[config.mk]
export PLATFORM = sky130hd
export DESIGN_NAME = fetch_sequencer
export DESIGN_NICKNAME = d
export VERILOG_FILES = /design/src/rtl/fetch_sequencer.sv
export SDC_FILE = /design/constraint.sdc
export NUM_CORES = 1
export LEC_CHECK = 0
export CORE_MARGIN = 8
export CORE_UTILIZATION = 49
export DETAILED_ROUTE_END_ITERATION = 8
export GPL_TIMING_DRIVEN = 1
export PLACE_DENSITY = 0.9
export SLEW_MARGIN = 0
export SYNTH_ARGS = -nofsm -noshare
export SYNTH_HDL_FRONTEND = slang
export SYNTH_SLANG_ARGS = --single-unit
[constraint.sdc]
create_clock -name clk -period 3.39 [get_ports clk]
set_input_delay 0.5085 -clock clk [delete_from_list [all_inputs] [get_ports clk]]
set_output_delay 0.5085 -clock clk [all_outputs]
set_load 0.1 [all_outputs]
[src/rtl/fetch_sequencer.sv]
// ============================================================================
// fetch_sequencer : instruction-fetch controller with PC, imem handshake,
//                   decode valid/ready handoff and redirect squashing.
// Revision        : 1.0
// ============================================================================
`default_nettype none

module fetch_sequencer #(
  parameter logic [31:0] RESET_PC = 32'h0000_3000
) (
  input  logic        clk,
  input  logic        reset,
  input  logic        redir_valid,
  input  logic [31:0] redir_pc,
  output logic        imem_req,
  output logic [31:0] imem_addr,
  input  logic        imem_gnt,
  input  logic        imem_rvalid,
  input  logic [31:0] imem_rdata,
  output logic        id_valid,
  input  logic        id_ready,
  output logic [31:0] id_instr,
  output logic [31:0] id_pc,
  output logic [31:0] id_pc_4,
  output logic        id_exc,
  output logic [31:0] fetch_cnt
);

  typedef enum logic [2:0] {
    IDLE = 3'd0,
    REQ  = 3'd1,
    WAIT = 3'd2,
    DROP = 3'd3,
    HOLD = 3'd4
  } state_t;

  state_t      state_q, state_d;
  logic [31:0] pc_q, pc_d;
  logic [31:0] buf_instr_q, buf_instr_d;
  logic [31:0] buf_pc_q, buf_pc_d;
  logic        buf_exc_q, buf_exc_d;
  logic [31:0] cnt_q, cnt_d;
  logic        pc_aligned;

  always_ff @(posedge clk or negedge reset) begin
    if (!reset) begin
      state_q     <= IDLE;
      pc_q        <= RESET_PC;
      buf_instr_q <= 32'd0;
      buf_pc_q    <= 32'd0;
      buf_exc_q   <= 1'b0;
      cnt_q       <= 32'd0;
    end else begin
      state_q     <= state_d;
      pc_q        <= pc_d;
      buf_instr_q <= buf_instr_d;
      buf_pc_q    <= buf_pc_d;
      buf_exc_q   <= buf_exc_d;
      cnt_q       <= cnt_d;
    end
  end

  assign pc_aligned = (pc_q[1:0] == 2'b00);

  always_comb begin
    state_d     = state_q;
    pc_d        = pc_q;
    buf_instr_d = buf_instr_q;
    buf_pc_d    = buf_pc_q;
    buf_exc_d   = buf_exc_q;
    cnt_d       = cnt_q;
    unique case (state_q)
      IDLE: state_d = REQ;
      REQ: begin
        if (redir_valid) begin
          pc_d = redir_pc;
          // A granted request cannot be recalled; its response must be drained.
          if (pc_aligned && imem_gnt) state_d = DROP;
        end else if (!pc_aligned) begin
          buf_instr_d = 32'd0;
          buf_pc_d    = pc_q;
          buf_exc_d   = 1'b1;
          state_d     = HOLD;
        end else if (imem_gnt) begin
          state_d = WAIT;
        end
      end
      WAIT: begin
        if (imem_rvalid && !redir_valid) begin
          buf_instr_d = imem_rdata;
          buf_pc_d    = pc_q;
          buf_exc_d   = 1'b0;
          state_d     = HOLD;
        end else if (redir_valid) begin
          pc_d    = redir_pc;
          state_d = imem_rvalid ? REQ : DROP;
        end
      end
      DROP: begin
        if (redir_valid) pc_d = redir_pc;
        if (imem_rvalid) state_d = REQ;
      end
      HOLD: begin
        if (redir_valid) begin
          pc_d    = redir_pc;
          state_d = REQ;
        end else if (id_ready) begin
          pc_d    = pc_q + 32'd4;
          cnt_d   = cnt_q + 32'd1;
          state_d = REQ;
        end
      end
      default: state_d = IDLE;
    endcase
  end

  assign imem_req  = (state_q == REQ) && pc_aligned;
  assign imem_addr = pc_q;
  // Redirect squashes the held slot combinationally in the same cycle.
  assign id_valid  = (state_q == HOLD) && !redir_valid;
  assign id_instr  = buf_instr_q;
  assign id_pc     = buf_pc_q;
  assign id_pc_4   = buf_pc_q + 32'd4;
  assign id_exc    = buf_exc_q;
  assign fetch_cnt = cnt_q;

endmodule

`default_nettype wire

==> results.md <==
- The slowest cell on the critical path is sky130_fd_sc_hd__nand4_1.
- After synthesis, the cell types taking the most area are sky130_fd_sc_hd__dfrtp_1 (49%), sky130_fd_sc_hd__nand2_1 (6.9%), sky130_fd_sc_hd__mux2_2 (5.7%), sky130_fd_sc_hd__xnor2_1 (5.5%), sky130_fd_sc_hd__o21ai_0 (3.8%).
- The count of cells resized by post-cts repair is 0.
- The final net count is 997.
- The cts-stage hold buffer count is 0.
- Summing over every cut layer, the via total after detailed routing is 6293.
- The critical register-to-register path endpoint is fetch_cnt[31].
- The time the final worst path needs with I/O delays and setup is 3.12 ns.
- The number of endpoints with negative hold slack in the final report was 0.
- The longest individual stage delay on the worst path is 0.43 ns.
- After legalization and detailed placement, the total HPWL measured 15200 um.
- The critical-path maximum fanout is 9.
- The flow ran to the end, and the final reports show no timing, DRC or antenna violations.
- The global route total overflow is 0.
- The worst pin sits at a relative slew slack of 0.313.
- The H-tree level count is 4.
- The wire length of the first global-routing pass is 34300 um.
- After detailed routing, the number of vias per cell comes to 5.65.
- The area of the placeable core is 13300 um^2.
- The clock passes through at most 2 buffers.
- The detail route stage leaves a number of antenna-violating nets equal to 0.
- Synthesis inferred 132 register bits.
- The worst setup slack after placement is 0.408 ns.
- The overall global routing resource usage is 0.241.
- After clock tree synthesis, the setup repair step added 0 buffers.
- Measured on the finished design, the core utilization comes to 0.762.
- The launching element type of the critical path is a register.
- The die is 133 um wide.
- The tightest hold path in the finished design has a slack of 0.0808 ns.
- The cell chosen for the clock root is sky130_fd_sc_hd__clkbuf_16.
- The worst setup path is of the reg -> out kind.
- The die covers 17700 um^2.
- The commonest non-fill, non-tap cell in the layout is sky130_fd_sc_hd__clkdlybuf4s50_1.
- The chip height is 133 um.
- Of the available clock period, the critical path in the final layout requires 0.921.
- STA classifies the critical path endpoint as an output pin.
- The number of max-slew violations in the final report is 0.
- Counting cells, the worst reg-to-reg path comes to 6.
- The number of standard cells after synthesis is 696.
- For this block, the initial DRC count from the detailed router was 514.
- The worst path setup slack after routing is 0.268 ns.
- The via count of the first global-routing pass is 6489.
- The setup-violating endpoint count in the final report is 0.
- The share of the Yosys chip area taken by registers is 0.493.
- The remaining design rule violation count is 0.
- Synthesis instantiated 54 different standard cells from the library.
- The final layout contains routed wiring with a total length of 21100 um.
- The number of placement rows is 42.
- The final routed wire length divided by cell count is 18.9 um.
- Entering global routing, the biggest net connects 100 pins.
- Clock latency on the worst-skew pair, taken at its later pin, is 0.43 ns.
- The routability congestion estimate is 0.875.
- After filler insertion, the fill cell instance count of the layout stands at 858.
- The cell area after technology mapping is 6700 um^2.
- The clock tree from TritonCTS is built.
- For this design, the sink count on the clock tree is 132.
- The proportion of netlist area held by the largest area contributor is 0.486.
- Setup repair after global routing left no endpoint under its margin.
- The number of iterations in the first detailed-routing pass is 5.
- The worst path arrival time is 2.61 ns.
- The pin slew with the least headroom to its limit is 1.03 ns.
- In the final layout, the share of cells above drive strength 1 is 0.196.
- The number of buffer cells added on primary ports is 232.
- In this run the register-to-register setup slack is 0.92 ns.
- The total of max-cap violations is 0.
- The critical path goes through ha_1 -> nand4_1 -> nor3_1 -> nand3_1 -> xnor2_4 -> buf_12.
- The clock-pin slew reported for the worst setup and hold paths after clock tree synthesis is 0.06 ns.
- During synthesis, Yosys emitted a total of 0 warnings.
- The number of antenna violations at the first check in global routing is 1.
- Together, buffers and inverters on the worst path number 1.
- From synthesis to final layout, the design area changed by 51.3%.
- The achievable clock frequency is 0.320 GHz.
- The number of nets in the synthesized netlist is 769.
- The number of buffers created by CTS is 17.
- After synthesis, the mean cell area works out to 9.62 um^2.
- At the worst endpoint, the required time is 2.88 ns.
- In the layout the commonest cells are sky130_fd_sc_hd__clkdlybuf4s50_1 (171), sky130_fd_sc_hd__nand2_1 (123), sky130_fd_sc_hd__dfrtp_1 (121).
- The total negative slack for setup checks is 0 ns.
- The largest total area in the synthesized netlist belongs to sky130_fd_sc_hd__dfrtp_1.
- For this configuration, the core starts out at a cell density of 0.504.
- The worst min-delay path class is in -> async.
- On the critical path the largest part of the delay comes from simple AND/OR/NAND/NOR gates.
- The clock arrives with 0.00762 ns of skew.
- For this design the top-level I/O count stands at 233.
- The startpoint of the worst-slack reg-to-reg timing path is state_q[0].
-- synthesized netlist by cell type (all sizes together) --
library cell	n
o21ai	51
inv	5
nor3b	2
ha	3
o211ai	2
or2	1
o21ba	1
a311oi	1
a21oi	32
nand4	20
nand2	123
dfstp	2
xnor2	42
a31o	1
nor2	34
nand3b	1
nand2b	4
and3	18
or4b	1
nor4	10
buf	14
a31oi	7
o32ai	7
and4	10
o21a	3
o22a	4
or3b	2
mux2i	2
nand3	39
xor2	18
a21o	1
a2bb2oi	3
nor2b	2
o31ai	3
nor3	18
dfrtp	130
clkinv	1
mux2	34
o22ai	5
o221ai	1
clkbuf	20
o21bai	1
a211oi	6
or3	8
and2	3
-- stage by stage --
step           std cells  instance area [um^2]
5_1_grt             1114                 10100
4_1_cts             1113                 10100
3_3_place_gp        1081                  9490
3_5_place_dp        1081                  9490
6_report            1114                 10100
2_1_floorplan        696                  6990
-- metal layers --
| layer | routed length, um | part of all wire | GRT usage | vias up |
|---|---|---|---|---|
| met5 | 0 | 0 | 0 | - |
| met4 | 452 | 0.021 | 0.0978 | 0 |
| met1 | 8140 | 0.39 | 0.279 | 3038 |
| li1 | - | - | - | 2924 |
| met2 | 10300 | 0.49 | 0.395 | 293 |
| met3 | 2170 | 0.10 | 0.0908 | 38 |
-- cell families after synthesis --
group,share of synthesized area
AOI/OAI and AO/OA,0.115
and+or+nand+nor,0.220
adders and majority gates,0.00560
DFF,0.493
xor gates and xnor gates,0.0784
muxes,0.0601
buffers and inverters,0.0273
-- layout make-up --
class | instances | area, um^2 | area share
timing repair buffer | 243 | 2420 | 0.239
tap | 176 | 220 | 0.0217
antenna | 1 | 2.50 | 0.000247
inverter | 6 | 27.5 | 0.00272
clock inverter | 14 | 209 | 0.0206
multi-input combinational | 524 | 3510 | 0.346
clock buffer | 18 | 429 | 0.0424
sequential | 132 | 3320 | 0.327
-- flip-flops by register name, indices dropped and copies added (netlist names) --
name	count
imem_addr	32
id_pc	32
id_instr	32
id_exc	1
state_q	3
fetch_cnt	32
-- worst max path at each step --
stage,start,end,slack [ns],depth (start not counted)
2_1_floorplan,id_pc[6],id_pc_4[9],-0.31,3
3_3_place_gp,redir_valid,fetch_cnt[27],0.53,7
3_5_place_dp,redir_valid,fetch_cnt[27],0.41,7
4_1_cts,id_pc[2],id_pc_4[22],0.25,6
5_1_grt,id_pc[2],id_pc_4[22],0.08,6
6_report,id_pc[2],id_pc_4[22],0.27,6
-- worst reg2reg max path, delay by kind of cell (launching register included) --
family,cells,cell delay (ns)
buffers and inverters,1,0.21
xor gates and xnor gates,1,0.18
and+or+nand+nor,4,1.49
DFF,1,0.47
Power is left out: the tool's default activity adds up to more than one toggle a clock period on the data nets, which glitch-free logic cannot reach.
